$ cat config.mk
export PLATFORM = sky130hd
export DESIGN_NAME = instr_encoder_flat
export DESIGN_NICKNAME = d
export VERILOG_FILES = /design/src/rtl/instr_encoder_pkg.sv /design/src/rtl/instr_encoder_if.sv /design/src/rtl/instr_pack.sv /design/src/rtl/instr_encoder.sv /design/src/flat_wrapper.sv
export SDC_FILE = /design/constraint.sdc
export NUM_CORES = 1
export LEC_CHECK = 0
export BUFFER_PORTS_ARGS = -buffer_cell sky130_fd_sc_hd__buf_2
export CORE_MARGIN = 1.5
export CORE_UTILIZATION = 44
export CTS_CLUSTER_SIZE = 14
export DETAILED_ROUTE_END_ITERATION = 7
export GPL_ROUTABILITY_DRIVEN = 0
export PLACE_DENSITY = 0.68
export SLEW_MARGIN = 15
export SYNTH_ARGS = -nofsm -noshare
export SYNTH_HDL_FRONTEND = slang
export SYNTH_SLANG_ARGS = --single-unit
$ cat constraint.sdc
create_clock -name clk -period 2 [get_ports clk]
set_input_delay 0.2 -clock clk [delete_from_list [all_inputs] [get_ports clk]]
set_output_delay 0.2 -clock clk [all_outputs]
set_load 0.02 [all_outputs]
$ cat src/rtl/instr_encoder_pkg.sv
// -----------------------------------------------------------------------------
// instr_encoder_pkg
// Shared definitions for the instruction encoder: field widths, opcode
// constants, the CALL function code, instruction-word field positions and
// the control FSM state encoding. The RTL and the testbench both use this
// package, so the encodings are defined in one place only.
// -----------------------------------------------------------------------------
package instr_encoder_pkg;

    localparam int OP_W   = 4;
    localparam int FUNC_W = 3;
    localparam int REG_W  = 3;
    localparam int IMM_W  = 16;
    localparam int WORD_W = 16;
    localparam int ADDR_W = 8;
    localparam int CNT_W  = 9;

    // Opcodes. Every value not listed here is a jump-class opcode.
    localparam logic [OP_W-1:0] OP_R    = 4'd0;
    localparam logic [OP_W-1:0] OP_ANDI = 4'd1;
    localparam logic [OP_W-1:0] OP_ADDI = 4'd2;
    localparam logic [OP_W-1:0] OP_LW   = 4'd3;
    localparam logic [OP_W-1:0] OP_SW   = 4'd4;
    localparam logic [OP_W-1:0] OP_BEQ  = 4'd5;
    localparam logic [OP_W-1:0] OP_BNE  = 4'd6;
    localparam logic [OP_W-1:0] OP_FOR  = 4'd7;
    localparam logic [OP_W-1:0] OP_JMP  = 4'd8;

    // A jump-class opcode with this function code is a CALL.
    localparam logic [FUNC_W-1:0] FUNC_CALL = 3'b001;

    // Instruction-word field positions (LSB of each field).
    localparam int OP_LSB   = 12;  // op in [15:12]
    localparam int F1_LSB   = 9;   // rd (R-type) / rt (I-type)
    localparam int F2_LSB   = 6;   // rs
    localparam int F3_LSB   = 3;   // rt (R-type)
    localparam int IMM6_W   = 6;   // I-type immediate in [5:0]
    localparam int JIMM_LSB = 3;   // jump immediate in [11:3]
    localparam int JIMM_W   = 9;

    localparam logic [CNT_W-1:0] CNT_FULL = 9'd256;

    typedef enum logic [1:0] {
        ST_IDLE  = 2'd0,
        ST_ENC   = 2'd1,
        ST_WRITE = 2'd2
    } state_e;

endpackage

$ cat src/rtl/instr_encoder_if.sv
// -----------------------------------------------------------------------------
// instr_encoder_if
// Request bus into the instruction encoder: valid/ready handshake plus the
// decoded instruction fields.
//   in_valid / in_ready : request handshake, accepted when both are high
//   in_op, in_func      : opcode and function code
//   in_rd, in_rs, in_rt : register numbers
//   in_imm              : immediate / offset (signed or unsigned)
// master drives a request, slave (the encoder) accepts it.
// -----------------------------------------------------------------------------
interface instr_encoder_if;

    logic        in_valid;
    logic        in_ready;
    logic [3:0]  in_op;
    logic [2:0]  in_func;
    logic [2:0]  in_rd;
    logic [2:0]  in_rs;
    logic [2:0]  in_rt;
    logic [15:0] in_imm;

    modport master (
        output in_valid, in_op, in_func, in_rd, in_rs, in_rt, in_imm,
        input  in_ready
    );

    modport slave (
        input  in_valid, in_op, in_func, in_rd, in_rs, in_rt, in_imm,
        output in_ready
    );

endinterface

$ cat src/rtl/instr_pack.sv
// -----------------------------------------------------------------------------
// instr_pack
// Combinational instruction-word formatter.
//   op, func, rd, rs, rt, imm : captured request fields
//   word                      : 16-bit encoded instruction
//   range_ok                  : immediate fits its field and func is legal
// Immediates are truncated to their field width in word; range_ok reports
// whether that truncation lost information.
// -----------------------------------------------------------------------------
module instr_pack
    import instr_encoder_pkg::*;
(
    input  logic [OP_W-1:0]   op,
    input  logic [FUNC_W-1:0] func,
    input  logic [REG_W-1:0]  rd,
    input  logic [REG_W-1:0]  rs,
    input  logic [REG_W-1:0]  rt,
    input  logic [IMM_W-1:0]  imm,
    output logic [WORD_W-1:0] word,
    output logic              range_ok
);

    logic simm6_ok;   // -32..31
    logic uimm6_ok;   // 0..63
    logic simm9_ok;   // -256..255
    logic func_zero;

    // A signed value fits in N bits when every bit from N-1 upward equals
    // the sign bit.
    assign simm6_ok  = (imm[IMM_W-1:IMM6_W-1] == {(IMM_W-IMM6_W+1){imm[IMM_W-1]}});
    assign uimm6_ok  = (imm[IMM_W-1:IMM6_W] == '0);
    assign simm9_ok  = (imm[IMM_W-1:JIMM_W-1] == {(IMM_W-JIMM_W+1){imm[IMM_W-1]}});
    assign func_zero = (func == '0);

    // NOTE: every output gets a default before the case so no path through
    // the block leaves a value unassigned, which would infer a latch.
    always_comb begin
        word     = '0;
        range_ok = 1'b1;
        word[WORD_W-1:OP_LSB] = op;
        case (op)
            OP_R: begin
                word[F1_LSB +: REG_W]  = rd;
                word[F2_LSB +: REG_W]  = rs;
                word[F3_LSB +: REG_W]  = rt;
                word[0 +: FUNC_W]      = func;
            end
            OP_ANDI: begin
                word[F1_LSB +: REG_W]  = rt;
                word[F2_LSB +: REG_W]  = rs;
                word[0 +: IMM6_W]      = imm[IMM6_W-1:0];
                range_ok               = uimm6_ok && func_zero;
            end
            OP_ADDI, OP_LW, OP_SW, OP_BEQ, OP_BNE: begin
                word[F1_LSB +: REG_W]  = rt;
                word[F2_LSB +: REG_W]  = rs;
                word[0 +: IMM6_W]      = imm[IMM6_W-1:0];
                range_ok               = simm6_ok && func_zero;
            end
            OP_FOR: begin
                // FOR has no rt; its slot stays zero.
                word[F2_LSB +: REG_W]  = rs;
                word[0 +: IMM6_W]      = imm[IMM6_W-1:0];
                range_ok               = simm6_ok && func_zero;
            end
            default: begin
                // Jump class, CALL included (func = FUNC_CALL).
                word[JIMM_LSB +: JIMM_W] = imm[JIMM_W-1:0];
                word[0 +: FUNC_W]        = func;
                range_ok                 = simm9_ok;
            end
        endcase
    end

endmodule

$ cat src/rtl/instr_encoder.sv
// -----------------------------------------------------------------------------
// instr_encoder
// Accepts instruction requests, encodes each into a 16-bit word and writes
// it to consecutive instruction-memory addresses starting at base_addr.
//   clk, reset    : rising-edge clock, synchronous active-high reset
//   req           : request bus (instr_encoder_if.slave)
//   base_addr     : load start address, taken on restart
//   restart       : rewind write pointer to base_addr, clear count/full
//   wr_en/addr/data : one-cycle instruction-memory write
//   full          : 256 words written since restart; requests blocked
//   count         : words written since restart
//   err           : one-cycle pulse for a rejected request
// Optional feature macro: INSTR_ENCODER_RANGE_CHECK_EN -- when defined,
// requests with out-of-range immediates or a nonzero func on an I-class op
// are rejected with an err pulse instead of being written truncated.
// Control: IDLE (accept) -> ENC (form word) -> WRITE (wr_en) -> IDLE.
// -----------------------------------------------------------------------------
module instr_encoder
    import instr_encoder_pkg::*;
(
    input  logic              clk,
    input  logic              reset,
    instr_encoder_if.slave    req,
    input  logic [ADDR_W-1:0] base_addr,
    input  logic              restart,
    output logic              wr_en,
    output logic [ADDR_W-1:0] wr_addr,
    output logic [WORD_W-1:0] wr_data,
    output logic              full,
    output logic [CNT_W-1:0]  count,
    output logic              err
);

    state_e              state_q,   state_d;
    logic [OP_W-1:0]     op_q,      op_d;
    logic [FUNC_W-1:0]   func_q,    func_d;
    logic [REG_W-1:0]    rd_q,      rd_d;
    logic [REG_W-1:0]    rs_q,      rs_d;
    logic [REG_W-1:0]    rt_q,      rt_d;
    logic [IMM_W-1:0]    imm_q,     imm_d;
    logic [ADDR_W-1:0]   ptr_q,     ptr_d;
    logic [CNT_W-1:0]    count_q,   count_d;
    logic                full_q,    full_d;
    logic                pend_q,    pend_d;
    logic                wr_en_q,   wr_en_d;
    logic [ADDR_W-1:0]   wr_addr_q, wr_addr_d;
    logic [WORD_W-1:0]   wr_data_q, wr_data_d;
    logic                err_q,     err_d;

    logic [WORD_W-1:0]   word;
    logic                range_ok;
    logic                reject;
    logic                do_restart;
    logic                ready;

    instr_pack u_pack (
        .op       (op_q),
        .func     (func_q),
        .rd       (rd_q),
        .rs       (rs_q),
        .rt       (rt_q),
        .imm      (imm_q),
        .word     (word),
        .range_ok (range_ok)
    );

`ifdef INSTR_ENCODER_RANGE_CHECK_EN
    assign reject = !range_ok;
`else
    logic unused_range_ok;
    assign unused_range_ok = range_ok;
    assign reject          = 1'b0;
`endif

    // A restart seen during ENC/WRITE is remembered in pend_q and applied
    // in IDLE; either form blocks acceptance that cycle.
    assign do_restart   = restart || pend_q;
    assign ready        = (state_q == ST_IDLE) && !full_q && !do_restart;
    assign req.in_ready = ready;

    always_comb begin
        state_d   = state_q;
        op_d      = op_q;
        func_d    = func_q;
        rd_d      = rd_q;
        rs_d      = rs_q;
        rt_d      = rt_q;
        imm_d     = imm_q;
        ptr_d     = ptr_q;
        count_d   = count_q;
        full_d    = full_q;
        pend_d    = pend_q;
        wr_en_d   = 1'b0;
        wr_addr_d = wr_addr_q;
        wr_data_d = wr_data_q;
        err_d     = 1'b0;

        case (state_q)
            ST_IDLE: begin
                if (do_restart) begin
                    ptr_d   = base_addr;
                    count_d = '0;
                    full_d  = 1'b0;
                    pend_d  = 1'b0;
                end else if (req.in_valid && ready) begin
                    op_d    = req.in_op;
                    func_d  = req.in_func;
                    rd_d    = req.in_rd;
                    rs_d    = req.in_rs;
                    rt_d    = req.in_rt;
                    imm_d   = req.in_imm;
                    state_d = ST_ENC;
                end
            end
            ST_ENC: begin
                pend_d = pend_q || restart;
                if (reject) begin
                    err_d   = 1'b1;
                    state_d = ST_IDLE;
                end else begin
                    wr_en_d   = 1'b1;
                    wr_addr_d = ptr_q;
                    wr_data_d = word;
                    state_d   = ST_WRITE;
                end
            end
            ST_WRITE: begin
                pend_d  = pend_q || restart;
                // Pointer wraps silently; only the count decides full.
                ptr_d   = ptr_q + 1'b1;
                count_d = count_q + 1'b1;
                full_d  = ((count_q + 1'b1) == CNT_FULL);
                state_d = ST_IDLE;
            end
            default: state_d = ST_IDLE;
        endcase
    end

    // NOTE: sequential state uses non-blocking assignments so every flop
    // samples its _d value from before the edge, independent of order.
    always_ff @(posedge clk) begin
        if (reset) begin
            state_q   <= ST_IDLE;
            op_q      <= '0;
            func_q    <= '0;
            rd_q      <= '0;
            rs_q      <= '0;
            rt_q      <= '0;
            imm_q     <= '0;
            ptr_q     <= '0;
            count_q   <= '0;
            full_q    <= 1'b0;
            pend_q    <= 1'b0;
            wr_en_q   <= 1'b0;
            wr_addr_q <= '0;
            wr_data_q <= '0;
            err_q     <= 1'b0;
        end else begin
            state_q   <= state_d;
            op_q      <= op_d;
            func_q    <= func_d;
            rd_q      <= rd_d;
            rs_q      <= rs_d;
            rt_q      <= rt_d;
            imm_q     <= imm_d;
            ptr_q     <= ptr_d;
            count_q   <= count_d;
            full_q    <= full_d;
            pend_q    <= pend_d;
            wr_en_q   <= wr_en_d;
            wr_addr_q <= wr_addr_d;
            wr_data_q <= wr_data_d;
            err_q     <= err_d;
        end
    end

    assign wr_en   = wr_en_q;
    assign wr_addr = wr_addr_q;
    assign wr_data = wr_data_q;
    assign full    = full_q;
    assign count   = count_q;
    assign err     = err_q;

endmodule

$ cat src/flat_wrapper.sv
// flat-port wrapper written by rule: the top's interface ports become plain ports
module instr_encoder_flat import instr_encoder_pkg::*;
  (clk, reset, base_addr, restart, wr_en, wr_addr, wr_data, full, count, err, req_in_valid, req_in_op, req_in_func, req_in_rd, req_in_rs, req_in_rt, req_in_imm, req_in_ready);
  instr_encoder_if req_i ();
  input  logic clk;
  input  logic reset;
  input  logic [ADDR_W-1:0] base_addr;
  input  logic restart;
  output logic wr_en;
  output logic [ADDR_W-1:0] wr_addr;
  output logic [WORD_W-1:0] wr_data;
  output logic full;
  output logic [CNT_W-1:0] count;
  output logic err;
  input wire logic [$bits(req_i.in_valid)-1:0] req_in_valid;
  input wire logic [$bits(req_i.in_op)-1:0] req_in_op;
  input wire logic [$bits(req_i.in_func)-1:0] req_in_func;
  input wire logic [$bits(req_i.in_rd)-1:0] req_in_rd;
  input wire logic [$bits(req_i.in_rs)-1:0] req_in_rs;
  input wire logic [$bits(req_i.in_rt)-1:0] req_in_rt;
  input wire logic [$bits(req_i.in_imm)-1:0] req_in_imm;
  output wire logic [$bits(req_i.in_ready)-1:0] req_in_ready;
  assign req_i.in_valid = req_in_valid;
  assign req_i.in_op = req_in_op;
  assign req_i.in_func = req_in_func;
  assign req_i.in_rd = req_in_rd;
  assign req_i.in_rs = req_in_rs;
  assign req_i.in_rt = req_in_rt;
  assign req_i.in_imm = req_in_imm;
  assign req_in_ready = req_i.in_ready;
  instr_encoder u_core (.clk(clk), .reset(reset), .req(req_i), .base_addr(base_addr), .restart(restart), .wr_en(wr_en), .wr_addr(wr_addr), .wr_data(wr_data), .full(full), .count(count), .err(err));
endmodule
# == Word-level counts from Yosys, hierarchy flattened ==
# Index checks and enable logic that the tools add are counted.
# Widths: inputs -> output; s select.
# classes
mux,13
reduce_logical,17
bitwise_logic,1
n_eq_ne,13
n_addsub,2
# op_table
cell,count
$pmux 9 s2,2
$eq 4x3->1 const B,4
$pmux 8 s2,1
$add 9x1->9 const B,1
$eq 9x9->1 const B,1
$mux 9,1
$pmux 3 s3,1
$add 8x1->8 const B,1
$eq 4x2->1 const B,2
$mux 8,1
$reduce_or 7->1,1
$reduce_and 2->1,3
$reduce_or 6->1,1
$eq 4x1->1 const B,1
$logic_not 4->1,1
$mux 2,2
$ne 2x2->1 const B,2
$pmux 1 s2,2
$pmux 2 s2,1
$reduce_bool 2->1,2
$logic_and 1x1->1,3
$reduce_and 3->1,1
$eq 2x1->1 const B,1
$eq 2x2->1 const B,1
other kinds (7),9
# totals
inputBits,44
regBits,71
output_inout_bits,37

# == Depth between registers and ports, before layout ==
# Gate-level depths: netlist of run 1.
# logic_depth
depth_word,7
ltp_mapped,8
ltp_nobuf,6

# == Hierarchy ==
# A second synthesis of run 1 with hierarchy kept.
# unflattened
hier_cells,424
hier_area_um2,3567.2
# modules_own_cells
module,area_per_inst_um2,n_inst,seq_area_each_um2,cells_per_inst
instr_encoder,3195.6,1,1561.5,370
instr_pack,371.6,1,0.0,54

# == Worst setup path before layout of run 1 ==
# OpenSTA, ideal clock, no wires.
# synth_path
path_kind,reg2reg
start,reg u_core.state_q[0]
end,reg u_core.op_q[3]
arrival_ps,1563
path_slack_ps,304
path_stages_with_launch,8
period_less_slack_ps,1696
cell_sequence,dfxtp_1 inv_1 ha_1 nor4b_4 nand2_1 clkbuf_1 nand2_1 a21oi_1
# synth_between
elab_chain_len,5
# synth_rtl
item,line,source
"start, declared",instr_encoder.sv:34,"state_e state_q, state_d;"
"start signal, assigned",instr_encoder.sv:159,state_q <= state_d;
$logic_not 2->1,instr_encoder.sv:78,assign ready = (state_q == ST_IDLE) && !full_q && !do_restart;
$logic_and 1x1->1 (2 in series),instr_encoder.sv:78,
via req_in_ready,flat_wrapper.sv:22,output wire logic [$bits(req_i.in_ready)-1:0] req_in_ready;
$logic_and 1x1->1,instr_encoder.sv:105,end else if (req.in_valid && ready) begin
$reduce_and 3->1 (no source line),n/a,
"end signal, assigned",instr_encoder.sv:160,op_q <= op_d;
"end, declared",instr_encoder.sv:35,"logic [OP_W-1:0] op_q, op_d;"
# The timed path passes the listed nets, and every way through them passes these cells.
# A chain may end at the register's enable or synchronous reset.

# == Worst setup path in the final report of run 1 ==
# layout_path
start,reg u_core.state_q[1]
end,"reg u_core.count_q[6], in the netlist u_core.count[6]"
# layout_between
elab_chain_len,3
elab_cells_between_ends,6
# layout_rtl
item,line,source
$logic_not 2->1 or $eq 2x2->1 (tied branches),instr_encoder.sv:98,case (state_q)
$ne 2x1->1 (no source line) or $reduce_bool 2->1 (tied branches),n/a,
$reduce_and 2->1 (no source line),n/a,
"end signal, assigned",instr_encoder.sv:167,count_q <= count_d;
"end, declared",instr_encoder.sv:42,"logic [CNT_W-1:0] count_q, count_d;"
# Parallel ways exist; a longest one is shown, timed or not.

==> results of run 1 <==
Yosys cell counts, drive strengths merged (2+ instances only):
library cell   n  area, µm²
o22ai          4      25.02
o32ai          3      26.28
nand4          2      12.51
and4           3      26.28
nor4b          2      32.53
a211o          3      26.28
nand2b         4      25.02
mux2i         18      180.2
nor3           2      10.01
clkbuf        15      57.55
a211oi         9      67.56
inv            8      30.03
nand3          7      35.03
nor2b          5      31.28
ha             6      75.07
dfxtp         71       1421
nor4           2      12.51
nor2          32      120.1
a311oi        11      121.4
buf           10      71.31
and2           6      40.04
a21oi         41      205.2
nand2         78      292.8
o21ai         17      85.08
metrics by stage:
stage | hold WS [ns] | instance area, µm²
4_1_cts | 0.08762 | 3836
3_5_place_dp | 0.4454 | 3631
5_1_grt | 0.09861 | 3836
3_3_place_gp | 0.4414 | 3631
6_report | 0.1049 | 3836
2_1_floorplan | 0.3360 | 3184
per-layer routing:
layer,routed length (µm),up-vias
met3,372,6
met2,3243,67
met5,0,-
met1,3563,1301
met4,65,0
li1,-,1459
state kept, by name, summed over array words and instances (netlist names), 2 cells and up:
register and count:
u_core.wr_addr 8, u_core.func_q 3, u_core.wr_data 16, u_core.op_q 4, u_core.rs_q 3, u_core.state_q 2
u_core.ptr_q 8, u_core.rt_q 3, u_core.rd_q 3, u_core.count 9, u_core.imm_q 9
power by group:
part	switching, mW	internal (mW)	total [mW]
logic	0.882	0.600	1.48
registers	0.225	1.68	1.91
clock network	0.497	0.701	1.20
cell families (layout without fill, tap and decap cells):
group           after synthesis  after routing  synth area share (%)
simple gates                149            149                 21.53
compound gates               99             99                 20.71
flops                        71             71                 44.64
buf+inv                      33            107                 4.990
mux                          18             18                 5.658
fa+ha+maj                     6              6                 2.358
other cells                   1              1                0.1178
worst max-delay path, delay by kind of cell (launching register included):
family | cells | cell delay, ns
DFF | 1 | 0.36
and+or+nand+nor | 1 | 0.28
buffers and inverters | 1 | 0.09
adders and majority gates | 1 | 0.23
AOI/OAI and AO/OA | 3 | 0.82
worst paths after layout:
check	start	to	slack [ns]
worst max-delay path	u_core.state_q[1]	u_core.count[6]	0.14
worst min-delay path	req_in_imm[8]	u_core.imm_q[8]	0.10
worst min register to register	u_core.func_q[0]	u_core.func_q[0]	0.46
worst max register to register	u_core.state_q[1]	u_core.count[6]	0.14
cell type report:
| type | instances | area share, % |
|---|---|---|
| Tap cell | 96 | 3.131 |
| Sequential cell | 71 | 37.05 |
| Clock inverter | 4 | 1.826 |
| Clock buffer | 12 | 3.523 |
| Inverter | 8 | 0.7828 |
| Timing Repair Buffer | 83 | 11.87 |
| Multi-Input combinational cell | 273 | 41.81 |
==> impl_metrics.ini, run 1 <==
[worst_setup_path]
worstSetupPathType = reg2reg
cp-start-kind = register
cp.required_ns = 2.23
critPathSlowestCell = a21boi_4
worstPathMaxFanout = 14
crit_arrival_ns = 2.09
path_cells = inv_1 > ha_1 > or3b_4 > a21boi_4 > o21ai_0 > a31o_2
cp-end-kind = register
reg2regPathDepth = 6
max_stage_delay_ns = 0.38

[floorplan]
dieArea_um2 = 7756
initial_core_util_pct = 46.11
pin_count = 81
die_h_um = 88.07
std_cell_rows = 30
core_area_um2 = 6907
dieWidth_um = 88.07

[cts]
clk_path_buf_depth = 2
post-cts-setup-buffer-count = 0
cts-root-buf = clkbuf_8
cts_tree = yes
cts.repair.resized = 0
clk_pin_slew_ns = 0.08
htree_levels = 3
cts_buffers = 9
clock_latency_ns = 0.33
clkSinkCount = 71
cts_hold_buf = 0

[logic_synthesis]
yosysSeqAreaShare_pct = 44.64
mappedNetlistArea_um2 = 3184
synth_edf_count = 0
syn_inst = 377
synthArstFlopShare_pct = 0
ys_ff_latch = 71
syn_avg_cell_area_um2 = 8.446
ys.flop_type = dfxtp_1
synth_cell_type_count = 49
synth_warnings = 0
synth_nets = 427

[layout]
instances_no_fill = 547
drive_above_1_share_pct = 23.50
multi_input_area_um2 = 1604
antenna_cells = 0
area_delta_synth_final_pct = 20.47
mostFrequentLayoutCells = nand2_1 (78), buf_2 (72), dfxtp_1 (71), a21oi_1 (41), nor2_1 (32)
final_util_pct = 55.54
fillers = 655
ff_latch_area_um2 = 1421
final_nets = 496
final_common_cell = nand2_1

[global_route]
grt_usage_pct = 19.59
grt.met3_usage_pct = 3.393
top_usage_layer = met2
use_met2_pct = 29.56
antenna_found_initial = 0
grt_pass1_wl_um = 11900
grt_pass1_vias = 2584
met1_usage_pct = 27.63
grt_max_degree = 26
grt-ovfl-total = 0

[pwr]
p_leak_nw = 1.541
ir_drop_uv = 460.1
p_total_mw = 4.585
power_per_cell_area_nw_per_um2 = 1195

[sta]
worst_pin_slew_ns = 0.8041
hold_viol = 0
fin_crit_sh_pct = 93.01
finalSetupViolations = 0
fin_worst_skew_ns = 0.01188
fin_tns_setup_ns = 0
finalCriticalPeriod_ns = 1.860
final_max_slew_viol_count = 0
setup_slack_ns = 0.1398
relSlewSlack_pct = 46.32
max_freq_mhz = 537.6
rsz0062_at_grt = false

[place]
pre_cts_slack_ns = 0.1291
dp.cells = 531
numPortBuffers = 72
dp_hpwl_um = 5116

[run_status]
status = finished clean

[detailed_routing]
drc_errors = 0
drtAntennaViolNets = 0
routed_wl_um = 7245
firstDrtPassIters = 5
post_drt_via_cell_ratio = 5.179
num_vias = 2833
drt_iter0_markers = 186
wire_per_inst_um = 13.24

[min_path]
worstHoldPathCells = 3
hp-class = in2reg

[job]
maxCapViolations = 0
(Power assumes the default switching activity.)
==> run 2: changes to the inputs <==
Settings changed: PLACE_DENSITY 0.68 to 0.74.
==> run 2 against run 1 <==
  * Global-route usage up 0.16 points
  * Wire length up 4.5%
  * Die area unchanged
  * Sequential share of layout area up 0.15 points
  * Via count up 2.0%
  * Largest power group unchanged
  * Sequential power about the same
==> impl_metrics.ini, run 2 (synthesis gave the netlist of run 1 again) <==
[layout]
fillers = 683
instances_no_fill = 548
mostFrequentLayoutCells = nand2_1 (78), buf_2 (72), dfxtp_1 (71), a21oi_1 (41), nor2_1 (32)
final_common_cell = nand2_1
final_nets = 498
antenna_cells = 0
multi_input_area_um2 = 1604
ff_latch_area_um2 = 1421
area_delta_synth_final_pct = 20.00
largest_reg_flops = 16
drive_above_1_share_pct = 24.34
final_util_pct = 55.33

[pwr]
ir_drop_uv = 640.4
p_leak_nw = 1.533
seq_power_share_pct = 42.8
p_sw_share_pct = 37.67
p_total_mw = 4.455
p_comb_share_pct = 35.3
p_switching_mw = 1.678
power_per_cell_area_nw_per_um2 = 1166
clkPwrFrac_pct = 21.9
internal-power_mw = 2.777

[floorplan]
initial_core_util_pct = 46.11
dieArea_um2 = 7756
dieWidth_um = 88.07
die_h_um = 88.07
pin_count = 81
std_cell_rows = 30
core_area_um2 = 6907

[job]
maxCapViolations = 0

[worst_setup_path]
reg2regPathDepth = 7
reg2reg_setup_slack_ns = 0.14
crit_start = u_core.state_q[0]
critPathSlowestCell = or3b_4
reg2reg_from = u_core.state_q[0]
crit_arrival_ns = 2.11
path_cells = inv_1 > ha_1 > or3b_4 > a21boi_4 > buf_12 > buf_4 > a211oi_1
worstSetupPathType = reg2reg
cp-start-kind = register
cp-end-kind = register
cp.required_ns = 2.25
reg2reg_to = u_core.ptr_q[1]
worstPathMaxFanout = 7
cp-endpoint = u_core.ptr_q[1]
max_stage_delay_ns = 0.43

[sta]
final_max_slew_viol_count = 0
relSlewSlack_pct = 46.95
worst_pin_slew_ns = 0.7874
fin_crit_sh_pct = 92.75
finalSetupViolations = 0
fin_tns_setup_ns = 0
max_freq_mhz = 539.1
finalCriticalPeriod_ns = 1.855
timing.hold.ws_ns = 0.08214
fin_worst_skew_ns = 0.007722
hold_viol = 0
rsz0062_at_grt = false

[global_route]
antenna_found_initial = 0
grt-ovfl-total = 0
grt_usage_pct = 19.75
grt_pass1_wl_um = 11960
grt_max_degree = 38
grt_pass1_vias = 2569

[detailed_routing]
routed_wl_um = 7570
num_vias = 2890
drtAntennaViolNets = 0
post_drt_via_cell_ratio = 5.274
drc_errors = 0
drt_iter0_markers = 165
wire_per_inst_um = 13.81
firstDrtPassIters = 4

[cts]
cts_tree = yes
cts_hold_buf = 0
clk_pin_slew_ns = 0.08
clkSinkCount = 71
htree_levels = 3
clk_path_buf_depth = 2
cts_buffers = 9
cts-root-buf = clkbuf_8
clock_latency_ns = 0.35

[run_status]
status = finished clean

[min_path]
worstHoldPathCells = 3
hp-class = in2reg

[place]
dp.cells = 530
numPortBuffers = 72
dp_hpwl_um = 5258
==> run 2: changes by cell type in the layout (fill, tap and decap cells not counted) <==
cell,change
bufinv_16,-2
clkbuf_1,-3
buf_12,+1
clkinv_4,+1
buf_4,+1
clkinvlp_4,+2
clkinv_2,+1
==> run 2: power groups by stage <==
stage | clock network (mW) | logic (mW) | registers, mW
detailed placement | 0 | 1.47 | 1.93
finish | 0.976 | 1.57 | 1.91
CTS | 0.999 | 1.48 | 1.90
floorplan | 0 | 0.963 | 2.02
global placement | 0 | 1.43 | 1.92
global route | 1.06 | 1.73 | 1.95
==> run 2: worst min path at each step <==
stage                           from          endpoint
floorplan             req_in_func[0]  u_core.func_q[0]
global placement    u_core.func_q[2]  u_core.func_q[2]
detailed placement  u_core.func_q[2]  u_core.func_q[2]
CTS                    req_in_imm[0]   u_core.imm_q[0]
global route           req_in_imm[0]   u_core.imm_q[0]
finish                 req_in_imm[0]   u_core.imm_q[0]
==> run 2: metal layers <==
metal | part of all wire [%] | wire length [µm] | track usage [%]
met1 | 46 | 3469 | 26.44
met2 | 46 | 3497 | 30.53
met3 | 6.1 | 458 | 5.090
met4 | 1.9 | 145 | 7.813
met5 | 0 | 0 | 0
==> run 2: repair_timing <==
item	in CTS	in global routing
setup buffers	0	3
gates resized for setup	0	0
endpoints found under the setup margin	0	1
==> run 2: layout make-up <==
cell class,count,area share [%]
Multi-Input combinational cell,273,41.98
Sequential cell,71,37.20
Timing Repair Buffer,85,12.64
Clock buffer,9,3.242
Tap cell,96,3.143
Clock inverter,6,1.015
Inverter,8,0.7859
==> run 2: metrics by stage <==
step	cell area [µm²]	worst slack, ns
global placement	3623	0.1809
CTS	3786	0.1098
detailed placement	3623	0.1400
global route	3821	0.008147
floorplan	3184	0.3044
finish	3821	0.1450
==> run 2: critical path, delay by kind of cell, from the launching register on <==
family                   cells  cell delay [ns]
AND/OR/NAND/NOR              1             0.43
buffers and inverters        3             0.38
AO/OA/AOI/OAI                2             0.38
flip-flops                   1             0.33
adder cells (fa/ha/maj)      1             0.24
==> run 3: changes to the inputs <==
Settings changed: PLACE_DENSITY 0.74 to 0.77.
Clock period 2 ns to 1.6 ns, I/O delays scaled along.
==> run 3 against run 2 <==
  * The flow now finishes with violations (negative setup slack)
  * Non-clock buffer count rose by 15
  * Utilization is 4.6 points higher
  * Sequential power is 24% higher
  * Clock-buffer cell count is 1 higher
  * Final cell count grew 3.1%
  * Sequential share of layout area down 2.8 points
  * Global-route usage up 1.6 points
  * Critical path depth stayed put
  * Clock skew increased by 0.0069 ns
  * First-iteration DRC count rose by 50%
  * Setup slack worse by 0.17 ns
  * Power increased by 43%
  * Critical endpoint is now u_core.ptr_q[0]
  * Largest cell class unchanged
==> impl_metrics.ini, run 3 (synthesis gave the netlist of run 1 again) <==
[floorplan]
std_cell_rows = 30
pin_count = 81
die_h_um = 88.07
core_area_um2 = 6907
initial_core_util_pct = 46.11
dieWidth_um = 88.07
dieArea_um2 = 7756

[pwr]
p_total_mw = 6.390
p_comb_share_pct = 35.9
seq_power_share_pct = 37.1
p_leak_nw = 1.681
p_sw_share_pct = 34.79
p_switching_mw = 2.223
ir_drop_uv = 781.5
power_per_cell_area_nw_per_um2 = 1543
internal-power_mw = 4.166
clkPwrFrac_pct = 27.0

[cts]
htree_levels = 3
clk_path_buf_depth = 2
cts_tree = yes
clk_pin_slew_ns = 0.09
clock_latency_ns = 0.35
cts_buffers = 9
cts-root-buf = clkbuf_8
clkSinkCount = 71

[detailed_routing]
drtAntennaViolNets = 0
drt_iter0_markers = 248
post_drt_via_cell_ratio = 5.345
drc_errors = 0
wire_per_inst_um = 14.28
firstDrtPassIters = 4
num_vias = 3020
routed_wl_um = 8068

[layout]
drive_above_1_share_pct = 30.49
final_util_pct = 59.96
largest_reg_flops = 16
antenna_cells = 0
area_delta_synth_final_pct = 30.06
mostFrequentLayoutCells = nand2_1 (76), buf_2 (71), dfxtp_1 (69), a21oi_1 (39), nor2_1 (32)
multi_input_area_um2 = 1687
final_nets = 514
ff_latch_area_um2 = 1424
fillers = 635
instances_no_fill = 565
final_common_cell = nand2_1
design_area_um2 = 4141

[global_route]
grt_usage_pct = 21.34
antenna_found_initial = 0
grt-ovfl-total = 0
grt_max_degree = 40
grt_pass1_wl_um = 12850
grt_pass1_vias = 2804

[place]
pre_cts_slack_ns = -0.03529
numPortBuffers = 72
dp.cells = 544
placed_area_um2 = 3789
dp_hpwl_um = 5467

[sta]
max_freq_mhz = 614.3
hold_viol = 0
relSlewSlack_pct = 60.56
final_max_slew_viol_count = 0
worst_pin_slew_ns = 0.5854
setup_slack_ns = -0.02784
fin_worst_skew_ns = 0.01458
rsz0062_at_grt = true
fin_crit_sh_pct = 101.7
finalCriticalPeriod_ns = 1.628
finalSetupViolations = 4

[worst_setup_path]
crit_arrival_ns = 1.84
worstPathMaxFanout = 12
cp-start-kind = register
worstSetupPathType = reg2reg
cp-end-kind = register
cp.required_ns = 1.81

[job]
maxCapViolations = 0

[run_status]
status = complete, but fails checks
violations = negative setup slack

[min_path]
hp-class = in2reg
[run 3: layout make-up]
type                    instances  area share, %
multi-input cells             274          40.73
flip-flops and latches         71          34.38
repair buffers                100          15.50
clock buffers                  10          3.082
well taps                      96          2.900
clock inverters                 6          2.628
inverters                       8         0.7855
[run 3: per-layer routing]
| metal | routed length, µm | track usage, % | up-vias | part of all wire [%] |
|---|---|---|---|---|
| li1 | - | - | 1503 | - |
| met1 | 3583 | 27.67 | 1417 | 44 |
| met2 | 3883 | 34.00 | 90 | 48 |
| met3 | 499 | 6.315 | 10 | 6.2 |
| met4 | 101 | 7.244 | 0 | 1.3 |
| met5 | 0 | 0 | - | 0 |
[run 3: timing repair]
action                     in CTS  in global routing
pin swaps                       2                  8
setup endpoints to repair       4                 44
hold buffers                    0                  0
setup buffers                   1                  3
resized for setup               9                 14
gates cloned                    1                  0
[run 3: final timing paths]
kind / startpoint / to / slack (ns) / depth (start not counted)
setup / recovery: u_core.state_q[1] / u_core.ptr_q[0] / -0.03 / 7
hold / removal: req_in_func[1] / u_core.func_q[1] / 0.03 / 3
setup reg to reg: u_core.state_q[1] / u_core.ptr_q[0] / -0.03 / 7
hold reg to reg: u_core.rs_q[2] / u_core.rs_q[2] / 0.45 / 2
[run 3: worst max-delay path: stages, from the launching register on]
cell and delay, ns:
dfxtp_2 0.34, inv_2 0.07, ha_4 0.14, or3b_4 0.42, a21boi_4 0.18, buf_12 0.16, a21oi_2 0.14, a311oi_2 0.06
[run 3: power groups by stage]
stage | sequential, mW | combinational (mW) | clock, mW
after detailed placement | 2.39 | 2.12 | 0
final | 2.37 | 2.29 | 1.72
after CTS | 2.36 | 2.20 | 1.73
after global placement | 2.38 | 2.07 | 0
after global routing | 2.41 | 2.50 | 1.83
after floorplan | 2.53 | 1.24 | 0
[run 3: per-stage QoR]
stage | hold slack (ns) | setup TNS [ns]
2_1_floorplan | 0.2960 | 0
3_3_place_gp | 0.4030 | 0
3_5_place_dp | 0.4062 | -0.08594
4_1_cts | 0.02932 | -0.02640
5_1_grt | 0.02719 | -0.7242
6_report | 0.03112 | -0.05582
